[src/rtl/sign_deduction_pipe_pkg.sv]
// Shared types and constants for the pipelined sign/magnitude offset stage.
// The result record is sized for the default coordinate width and channel count.
package sign_deduction_pipe_pkg;

  localparam int SD_WIDTH    = 12;
  localparam int SD_CHANNELS = 2;
  localparam int CLAMP_OFF   = 0;

  function automatic int chan_width(input int channels);
    return (channels > 1) ? $clog2(channels) : 1;
  endfunction

  localparam int SD_CW = chan_width(SD_CHANNELS);

  typedef struct packed {
    logic [SD_CW-1:0]    chan;
    logic [SD_WIDTH-1:0] mag;
    logic                sign;
    logic                zero;
    logic                clamped;
  } sd_result_t;

endpackage

[src/rtl/sign_deduction_pipe_if.sv]
// Sample/result handshake bundle between coordinate producers and the sign/magnitude pipe.
interface sign_deduction_pipe_if
  import sign_deduction_pipe_pkg::*;
#(
  parameter int WIDTH = SD_WIDTH,
  parameter int CW    = SD_CW
);
  logic             in_valid;
  logic             in_ready;
  logic [CW-1:0]    in_chan;
  logic [WIDTH-1:0] in_coord;
  logic             in_cal;
  logic             out_valid;
  logic             out_ready;
  logic [CW-1:0]    out_chan;
  logic [WIDTH-1:0] out_mag;
  logic             out_sign;
  logic             out_zero;
  logic             out_clamped;

  modport master (
    output in_valid, in_chan, in_coord, in_cal, out_ready,
    input  in_ready, out_valid, out_chan, out_mag, out_sign, out_zero, out_clamped
  );

  modport slave (
    input  in_valid, in_chan, in_coord, in_cal, out_ready,
    output in_ready, out_valid, out_chan, out_mag, out_sign, out_zero, out_clamped
  );
endinterface

[src/rtl/sign_deduction_pipe_sign_mag_core.sv]
// Combinational second stage: absolute difference from the captured sign, then optional saturation.
module sign_mag_core
  import sign_deduction_pipe_pkg::*;
#(
  parameter int WIDTH = SD_WIDTH,
  parameter int CLAMP = CLAMP_OFF
) (
  input  logic [WIDTH-1:0] coord,
  input  logic [WIDTH-1:0] offset,
  input  logic             sign,
  output logic [WIDTH-1:0] mag,
  output logic             clamped
);
  localparam logic [WIDTH-1:0] CLAMP_V = WIDTH'(CLAMP);

  logic [WIDTH-1:0] diff_s;

  // Subtracting the smaller operand from the larger keeps the result exact in WIDTH bits.
  always_comb begin
    if (sign) begin
      diff_s = offset - coord;
    end else begin
      diff_s = coord - offset;
    end
    if ((CLAMP != CLAMP_OFF) && (diff_s > CLAMP_V)) begin
      mag     = CLAMP_V;
      clamped = 1'b1;
    end else begin
      mag     = diff_s;
      clamped = 1'b0;
    end
  end
endmodule

[src/rtl/sign_deduction_pipe.sv]
// Multi-channel offset subtractor: per-channel offsets, in-band calibration and a
// two-stage elastic valid/ready pipeline producing |coord - offset| with flags.
module sign_deduction_pipe
  import sign_deduction_pipe_pkg::*;
#(
  parameter int  WIDTH    = SD_WIDTH,
  parameter int  CHANNELS = SD_CHANNELS,
  parameter int  CLAMP    = CLAMP_OFF,
  localparam int CW       = chan_width(CHANNELS)
) (
  input  logic                 clk,
  input  logic                 rst,
  input  logic                 off_we,
  input  logic [CW-1:0]        off_sel,
  input  logic [WIDTH-1:0]     off_data,
  sign_deduction_pipe_if.slave bus
);
  logic [WIDTH-1:0] off_r [CHANNELS];

  logic             s1_valid_r;
  logic [CW-1:0]    s1_chan_r;
  logic [WIDTH-1:0] s1_coord_r;
  logic [WIDTH-1:0] s1_off_r;
  logic             s1_sign_r;
  logic             s1_zero_r;
  logic             s2_valid_r;
  sd_result_t       out_r;

  logic             s2_free_s;
  logic             in_ready_s;
  logic             accept_s;
  logic [WIDTH-1:0] off_rd_s;
  logic [WIDTH-1:0] mag_s;
  logic             clamped_s;

  assign s2_free_s  = !s2_valid_r || bus.out_ready;
  assign in_ready_s = !s1_valid_r || s2_free_s;
  assign accept_s   = bus.in_valid && in_ready_s;

  // Offset lookup for the incoming sample; indices with no register read as zero.
  always_comb begin
    off_rd_s = {WIDTH{1'b0}};
    for (int i = 0; i < CHANNELS; i++) begin
      off_rd_s = (bus.in_chan == CW'(i)) ? off_r[i] : off_rd_s;
    end
  end

  // Offset register file: a direct write beats a calibration hit on the same channel.
  always_ff @(posedge clk) begin
    for (int i = 0; i < CHANNELS; i++) begin
      if (rst) begin
        off_r[i] <= {WIDTH{1'b0}};
      end else if (off_we && (off_sel == CW'(i))) begin
        off_r[i] <= off_data;
      end else if (accept_s && bus.in_cal && (bus.in_chan == CW'(i))) begin
        off_r[i] <= bus.in_coord;
      end
    end
  end

  sign_mag_core #(
    .WIDTH (WIDTH),
    .CLAMP (CLAMP)
  ) u_core (
    .coord   (s1_coord_r),
    .offset  (s1_off_r),
    .sign    (s1_sign_r),
    .mag     (mag_s),
    .clamped (clamped_s)
  );

  // Elastic pipeline: each stage loads whenever its downstream slot is empty or draining.
  always_ff @(posedge clk) begin
    if (rst) begin
      s1_valid_r <= 1'b0;
      s1_chan_r  <= {CW{1'b0}};
      s1_coord_r <= {WIDTH{1'b0}};
      s1_off_r   <= {WIDTH{1'b0}};
      s1_sign_r  <= 1'b0;
      s1_zero_r  <= 1'b0;
      s2_valid_r <= 1'b0;
      out_r      <= {$bits(sd_result_t){1'b0}};
    end else begin
      if (in_ready_s) begin
        s1_valid_r <= accept_s;
        if (accept_s) begin
          s1_chan_r  <= bus.in_chan;
          s1_coord_r <= bus.in_coord;
          s1_off_r   <= off_rd_s;
          s1_sign_r  <= bus.in_coord < off_rd_s;
          s1_zero_r  <= bus.in_coord == off_rd_s;
        end
      end
      if (s2_free_s) begin
        s2_valid_r <= s1_valid_r;
        if (s1_valid_r) begin
          out_r <= '{chan: s1_chan_r, mag: mag_s, sign: s1_sign_r,
                     zero: s1_zero_r, clamped: clamped_s};
        end
      end
    end
  end

  assign bus.in_ready    = in_ready_s;
  assign bus.out_valid   = s2_valid_r;
  assign bus.out_chan    = out_r.chan;
  assign bus.out_mag     = out_r.mag;
  assign bus.out_sign    = out_r.sign;
  assign bus.out_zero    = out_r.zero;
  assign bus.out_clamped = out_r.clamped;
endmodule

[src/flat_wrapper.sv]
// flat-port wrapper written by rule: the top's interface ports become plain ports
module sign_deduction_pipe_flat import sign_deduction_pipe_pkg::*;
#(
  parameter int  WIDTH    = SD_WIDTH,
  parameter int  CHANNELS = SD_CHANNELS,
  parameter int  CLAMP    = CLAMP_OFF,
  localparam int CW       = chan_width(CHANNELS)
)
  (clk, rst, off_we, off_sel, off_data, bus_in_valid, bus_in_chan, bus_in_coord, bus_in_cal, bus_out_ready, bus_in_ready, bus_out_valid, bus_out_chan, bus_out_mag, bus_out_sign, bus_out_zero, bus_out_clamped);
  sign_deduction_pipe_if #(.WIDTH(WIDTH), .CW(1)) bus_i ();
  input  logic clk;
  input  logic rst;
  input  logic off_we;
  input  logic [CW-1:0] off_sel;
  input  logic [WIDTH-1:0] off_data;
  input wire logic [$bits(bus_i.in_valid)-1:0] bus_in_valid;
  input wire logic [$bits(bus_i.in_chan)-1:0] bus_in_chan;
  input wire logic [$bits(bus_i.in_coord)-1:0] bus_in_coord;
  input wire logic [$bits(bus_i.in_cal)-1:0] bus_in_cal;
  input wire logic [$bits(bus_i.out_ready)-1:0] bus_out_ready;
  output wire logic [$bits(bus_i.in_ready)-1:0] bus_in_ready;
  output wire logic [$bits(bus_i.out_valid)-1:0] bus_out_valid;
  output wire logic [$bits(bus_i.out_chan)-1:0] bus_out_chan;
  output wire logic [$bits(bus_i.out_mag)-1:0] bus_out_mag;
  output wire logic [$bits(bus_i.out_sign)-1:0] bus_out_sign;
  output wire logic [$bits(bus_i.out_zero)-1:0] bus_out_zero;
  output wire logic [$bits(bus_i.out_clamped)-1:0] bus_out_clamped;
  assign bus_i.in_valid = bus_in_valid;
  assign bus_i.in_chan = bus_in_chan;
  assign bus_i.in_coord = bus_in_coord;
  assign bus_i.in_cal = bus_in_cal;
  assign bus_i.out_ready = bus_out_ready;
  assign bus_in_ready = bus_i.in_ready;
  assign bus_out_valid = bus_i.out_valid;
  assign bus_out_chan = bus_i.out_chan;
  assign bus_out_mag = bus_i.out_mag;
  assign bus_out_sign = bus_i.out_sign;
  assign bus_out_zero = bus_i.out_zero;
  assign bus_out_clamped = bus_i.out_clamped;
  sign_deduction_pipe #(.WIDTH(WIDTH), .CHANNELS(CHANNELS), .CLAMP(CLAMP)) u_core (.clk(clk), .rst(rst), .off_we(off_we), .off_sel(off_sel), .off_data(off_data), .bus(bus_i));
endmodule
[config.mk]
export PLATFORM = sky130hd
export DESIGN_NAME = sign_deduction_pipe_flat
export DESIGN_NICKNAME = d
export VERILOG_FILES = /design/src/rtl/sign_deduction_pipe_pkg.sv /design/src/rtl/sign_deduction_pipe_if.sv /design/src/rtl/sign_deduction_pipe_sign_mag_core.sv /design/src/rtl/sign_deduction_pipe.sv /design/src/flat_wrapper.sv
export SDC_FILE = /design/constraint.sdc
export NUM_CORES = 1
export LEC_CHECK = 0
export ABC_AREA = 1
export CAP_MARGIN = 15
export CORE_UTILIZATION = 61
export DETAILED_ROUTE_END_ITERATION = 10
export PLACE_DENSITY_LB_ADDON = 0.25
export RECOVER_POWER = 100
export SLEW_MARGIN = 20
export SYNTH_ARGS = -nofsm -noshare
export SYNTH_HDL_FRONTEND = slang
export SYNTH_HIERARCHICAL = 1
export SYNTH_SLANG_ARGS = --single-unit
[constraint.sdc]
create_clock -name clk -period 3.35 [get_ports clk]
set_input_delay 0.67 -clock clk [delete_from_list [all_inputs] [get_ports clk]]
set_output_delay 0.67 -clock clk [all_outputs]
set_load 0.01 [all_outputs]
==> results_dict.tcl, run 1 <==
set metrics [dict create \
    status "finished, final reports clean" \
    slew_violations 0 \
    grt_max_degree 52 \
    synth_compound_area_frac 0.1274 \
    initial_core_util 0.6362 \
    p_leak_uw 0.002453 \
    dieWidth_um 86.65 \
    wire_per_inst_um 13.48 \
    synth_area_leader_cell "dfxtp_1" \
    min_period_over_period 0.8361 \
    core-area_um2 6869 \
    syn_area_per_cell_um2 7.535 \
    io_buffers 49 \
    start_kind "input port" \
    ys_top_cells_by_area "dfxtp_1 (21%), edfxtp_1 (16%), nand2_1 (11%)" \
    hold_viol 0 \
    antenna_found_initial 0 \
    slowest_stage "nand3_1" \
    rows 30 \
    min-delay-start "u_core/bus.out_mag[4]" \
    synth_nets 648 \
    overflow 0 \
    io_pins 50 \
    path_cells "dlygate4sd3_1, inv_1, nand3_1, nand2_1, clkinvlp_2, nand3_1, nand3_1" \
    synth.mux.area_fraction 0.02748 \
    max_freq_mhz 357.0 \
    ys_seq_area_frac 0.3710 \
    cp_max_fo 13 \
    drtIter0Drc 173 \
    critical-path-max-stage-delay_ns 0.55 \
    fin_cells 726 \
    synth_top_family_by_area "simple AND/OR/NAND/NOR gates" \
    fillers 580 \
    track_usage 0.2806 \
    place_hpwl_um 7588 \
    synthDistinctLibCells 36 \
    holdBufCountCts 0 \
    worstHoldEndpoint "u_core/bus.out_mag[4]" \
    criticalPathCategory "input port to register" \
    period_needed_ns 2.801 \
    routed-via-count 3932 \
    p_per_area_nw_per_um2 453.9 \
    worstPathRequired_ns 3.28 \
    routed_wirelength_um 9790 \
    clock_skew_ns 0.01288 \
    cts.htree.levels 3 \
    holdPathStages 2 \
    dr.pass1.iters 4 \
    r2r_cells 5 \
    place_inst 710 \
    synth-adder-area-share 0.1065 \
    vias_per_cell 5.416 \
    numCtsBuffers 9 \
    post-cts-setup-buffers 0 \
    die_area_um2 7507 \
    cts_resized 0 \
    rsz0062_at_grt "false" \
    drcViolationCount 0 \
    crit_top_cell "nand3_1" \
    peakVddDrop_mv 0.2841 \
    r2r_start "u_core/bus.out_valid" \
    place.gp.congestion 0.8686 \
    drive_gt1_frac 0.05079 \
    grt_pass1_vias 3618 \
    synth-seq-cells 69 \
    cts_tree "done" \
    stdcell_area_um2 5016 \
    crit_arrival_ns 2.73 \
    synth.top_cell.area_share 0.2061 \
    rrSetupSlack_ns 1.11 \
    clock_path_buffers 2 \
    slew_headroom 0.4233 \
    ys_warn_count 6 \
    syn_to_final_growth_pct 14.77 \
    root_buffer "clkbuf_8" \
    drtAntennaViolNets 0 \
    syn_area_um2 4370 \
    setup_tns_ns 0 \
    post_dp_cell_area_um2 4868 \
    synthSimpleGateAreaFrac 0.2307 \
    nets 693 \
    cts_num_sinks 69 \
    worstMarginPinSlew_ns 0.8650 \
    crit_path_end_kind "register" \
    hold_class "register to register" \
    finalSetupViolCount 0 \
    die_h_um 86.65 \
    synth_xor_area_frac 0.01202 \
    timing.rr.end "u_core/off_r[1][10]" \
    maxCapViolations 0 \
    path_clk_slew_ns 0.07 \
    grt_pass1_wl_um 16210 \
    n_antenna_cell 0 \
    clk_latency_ns 0.34 \
    synthCells 580 \
]
-- synth_stat cells (all sizes together) --
cell and count:
nand2 138, inv 97, nor2 69, dfxtp 45, ha 34, o21ai 32, a21oi 26, edfxtp 24
o22ai 24, nand3 23, buf 16, a211oi 12, mux2i 12, clkbuf 6, nand4 6, xor2 5
clkinv 2, fa 2, nand3b 2, o21a 2, conb 1, o31ai 1, xnor2 1
-- logic make-up (layout without fill, tap and decap cells) --
kind of cell | count (synthesis) | in the layout
flip-flops | 69 | 69
AO/OA/AOI/OAI | 97 | 97
XOR/XNOR | 6 | 6
buffers and inverters | 121 | 171
adder cells (fa/ha/maj) | 36 | 36
AND/OR/NAND/NOR | 238 | 238
multiplexers | 12 | 12
other | 1 | 1
-- per-stage QoR --
step             util  total power (uW)  hold slack (ns)  worst slack (ns)
2_1_floorplan       -              1464           0.4683             1.401
3_3_place_gp   0.7087              1624           0.4643            0.7340
3_5_place_dp   0.7087              1651           0.4730            0.6612
4_1_cts        0.7353              2293           0.4904            0.8614
5_1_grt        0.7302              2416           0.5047            0.4460
6_report       0.7302              2277           0.4771            0.5490
-- flip-flops by register name, summed over array words and instances (netlist names) --
name,count
u_core/s1_coord_r,12
u_core/s1_sign_r,1
u_core/off_r,24
u_core/bus.out_sign,1
u_core/s1_zero_r,1
u_core/bus.out_clamped,1
u_core/s1_off_r,12
u_core/s1_chan_r,1
u_core/bus.out_chan,1
u_core/bus.out_mag,12
u_core/bus.out_zero,1
u_core/bus.out_valid,1
u_core/s1_valid_r,1
-- routing by layer --
metal | GRT usage | up-vias | share of wire
li1 | - | 1960 | -
met1 | 0.3461 | 1788 | 0.43
met2 | 0.4747 | 161 | 0.48
met3 | 0.06667 | 23 | 0.065
met4 | 0.1106 | 0 | 0.024
met5 | 0 | - | 0
-- layout make-up --
cell class | count | area [um^2] | share of cell area
inverter | 99 | 375.4 | 0.07483
tap | 96 | 120.1 | 0.02395
multi-input combinational | 390 | 2183 | 0.4353
timing repair buffer | 56 | 533.0 | 0.1063
sequential | 69 | 1622 | 0.3233
clock inverter | 5 | 51.30 | 0.01023
clock buffer | 11 | 131.4 | 0.02619
-- power by group --
part	total, uW	internal [uW]	switching, uW
registers	978	940	37.6
clock network	646	339	307
logic	653	256	397
total	2280	1540	741
-- critical path, delay by kind of cell --
kind                   cells  cell delay, ns
buffers and inverters      3            0.80
AND/OR/NAND/NOR            4            1.26
-- cell usage in the layout (no fill, tap or decap), drive strengths merged --
cell type	count
clkinvlp	2
o21a	2
bufinv	1
nand4	6
a21oi	26
xnor2	1
dlygate4sd3	20
clkinv	5
mux2i	12
dfxtp	45
edfxtp	24
clkdlybuf4s50	29
clkbuf	14
ha	34
a211oi	12
xor2	5
nor2	69
o31ai	1
o22ai	24
nand2	138
inv	96
conb	1
o21ai	32
nand3	23
buf	4
fa	2
nand3b	2
-- worst max path at each step --
| stage | from | end | cells past startpoint |
|---|---|---|---|
| floorplan | bus_in_chan | u_core/s1_sign_r | 11 |
| global placement | bus_in_chan | u_core/off_r[1][5] | 6 |
| detailed placement | bus_in_chan | u_core/off_r[1][5] | 6 |
| CTS | bus_out_ready | bus_in_ready | 4 |
| global route | bus_out_ready | u_core/off_r[1][2] | 7 |
| finish | bus_out_ready | u_core/off_r[1][10] | 7 |
No activity file was read; power rests on OpenSTA's default activity.
==> run 2: changes to the inputs <==
--- a/config.mk
+++ b/config.mk
@@ -7,7 +7,7 @@
 export LEC_CHECK = 0
 export ABC_AREA = 1
 export CAP_MARGIN = 15
-export CORE_UTILIZATION = 61
+export CORE_UTILIZATION = 51
 export DETAILED_ROUTE_END_ITERATION = 10
 export PLACE_DENSITY_LB_ADDON = 0.25
 export RECOVER_POWER = 100
==> constraint.sdc (replaced) <==
create_clock -name clk -period 2.3 [get_ports clk]
set_input_delay 0.46 -clock clk [delete_from_list [all_inputs] [get_ports clk]]
set_output_delay 0.46 -clock clk [all_outputs]
set_load 0.01 [all_outputs]
==> results_dict.tcl, run 2 (synthesis results as in run 1) <==
set metrics [dict create \
    sequentialPowerShare 0.410 \
    cts_num_sinks 69 \
    routed_wirelength_um 9678 \
    multi_input_area_um2 2196 \
    crit_arrival_ns 1.74 \
    cts.htree.levels 3 \
    drtIter0Drc 151 \
    grt_max_degree 52 \
    largest_reg_flops 24 \
    start_kind "input port" \
    post-cts-setup-buffers 0 \
    maxCapViolations 0 \
    nets 699 \
    path_clk_slew_ns 0.07 \
    slew_headroom 0.4349 \
    area.sequential_um2 1622 \
    syn_to_final_growth_pct 17.49 \
    initial_core_util 0.5292 \
    hold_viol 0 \
    cts_tree "done" \
    crit_start "bus_out_ready" \
    worstPathRequired_ns 1.84 \
    slew_violations 0 \
    rrSetupSlack_ns 0.22 \
    fillers 776 \
    routed-via-count 3825 \
    p_leak_uw 0.002512 \
    core-area_um2 8258 \
    drive_gt1_frac 0.06604 \
    max_freq_mhz 455.4 \
    dp_slack_ns 0.0002645 \
    numCtsBuffers 9 \
    drtAntennaViolNets 0 \
    rows 33 \
    finalSetupViolCount 0 \
    highest_layer "met4" \
    wl_met1_um 4462 \
    r2r_start "u_core/s1_off_r[0]" \
    setup_tns_ns 0 \
    die_h_um 94.57 \
    p_int_uw 2357 \
    pwr-share-clk 0.313 \
    comb_power_share 0.277 \
    grt_pass1_vias 3680 \
    vias_per_cell 5.162 \
    r2r_cells 13 \
    worstMarginPinSlew_ns 0.8476 \
    io_pins 50 \
    rsz0062_at_grt "false" \
    crit_path_end_kind "output pin" \
    largest_register "u_core/off_r" \
    n_antenna_cell 0 \
    cts_resized 0 \
    dr.pass1.iters 4 \
    p_sw_frac 0.3195 \
    final_cell_mix "nand2_1 (131), inv_1 (94), nor2_1 (67)" \
    setup_ws_ns 0.1043 \
    clk_latency_ns 0.35 \
    hold_class "register to register" \
    criticalPathCategory "input port to output pin" \
    overflow 0 \
    wl_met3_um 295 \
    place_hpwl_um 7525 \
    cp_max_fo 3 \
    p_switching_uw 1107 \
    track_usage 0.2367 \
    route.met2.wl_um 4716 \
    status "finished, final reports clean" \
    layout_commonest_cell "nand2_1" \
    peakVddDrop_mv 0.3968 \
    place_inst 725 \
    min-delay-start "u_core/bus.out_mag[2]" \
    timing.rr.end "u_core/bus.out_mag[6]" \
    fin_cells 741 \
    place.gp.congestion 0.9017 \
    antenna_found_initial 0 \
    grt_pass1_wl_um 16440 \
    wire_per_inst_um 13.06 \
    die_area_um2 8943 \
    p_per_area_nw_per_um2 674.6 \
    clock_path_buffers 2 \
    holdBufCountCts 0 \
    cp-endpoint "bus_in_ready" \
    root_buffer "clkbuf_8" \
    clock_skew_ns 0.01917 \
    drcViolationCount 0 \
    period_needed_ns 2.196 \
    io_buffers 49 \
    dieWidth_um 94.57 \
    min_period_over_period 0.9546 \
]
==> run 2: metal layers <==
layer,track usage,up-vias
met4,0.1010,0
li1,-,1974
met2,0.4064,70
met5,0,-
met3,0.04348,16
met1,0.2899,1765
==> run 2: power groups by stage <==
| stage | clock network [uW] | registers [uW] | logic, uW |
|---|---|---|---|
| 2_1_floorplan | 0 | 1450 | 682 |
| 4_1_cts | 1110 | 1420 | 975 |
| 5_1_grt | 1160 | 1430 | 1090 |
| 6_report | 1080 | 1420 | 958 |
| 3_5_place_dp | 0 | 1450 | 968 |
| 3_3_place_gp | 0 | 1450 | 947 |
==> run 2: per-stage QoR <==
step | util | power [uW] | hold slack (ns) | area, um^2
2_1_floorplan | - | 2133 | 0.4683 | 4370
5_1_grt | 0.6218 | 3679 | 0.5075 | 5135
3_5_place_dp | 0.5994 | 2419 | 0.4708 | 4950
3_3_place_gp | 0.5994 | 2395 | 0.4639 | 4950
4_1_cts | 0.6267 | 3506 | 0.4885 | 5175
6_report | 0.6218 | 3464 | 0.4779 | 5135
==> run 2: critical path, stage by stage <==
cell and delay (ns):
clkdlybuf4s50_1 0.45, inv_1 0.05, nand3_1 0.14, dlygate4sd3_1 0.63
==> run 2: how the worst min path moves through the flow <==
stage                            end  slack, ns  depth (start not counted)
5_1_grt        u_core/bus.out_mag[8]       0.51                          2
6_report       u_core/bus.out_mag[2]       0.48                          2
3_5_place_dp   u_core/bus.out_mag[7]       0.47                          2
2_1_floorplan       u_core/s1_chan_r       0.47                          2
4_1_cts        u_core/bus.out_mag[7]       0.49                          2
3_3_place_gp   u_core/bus.out_mag[7]       0.46                          2
==> run 2: area by class of cell <==
| type | count | share of cell area |
|---|---|---|
| inverters | 99 | 0.07334 |
| well taps | 105 | 0.02558 |
| multi-input cells | 390 | 0.4276 |
| clock inverters | 5 | 0.01218 |
| flip-flops and latches | 69 | 0.3158 |
| repair buffers | 62 | 0.1138 |
| clock buffers | 11 | 0.03168 |
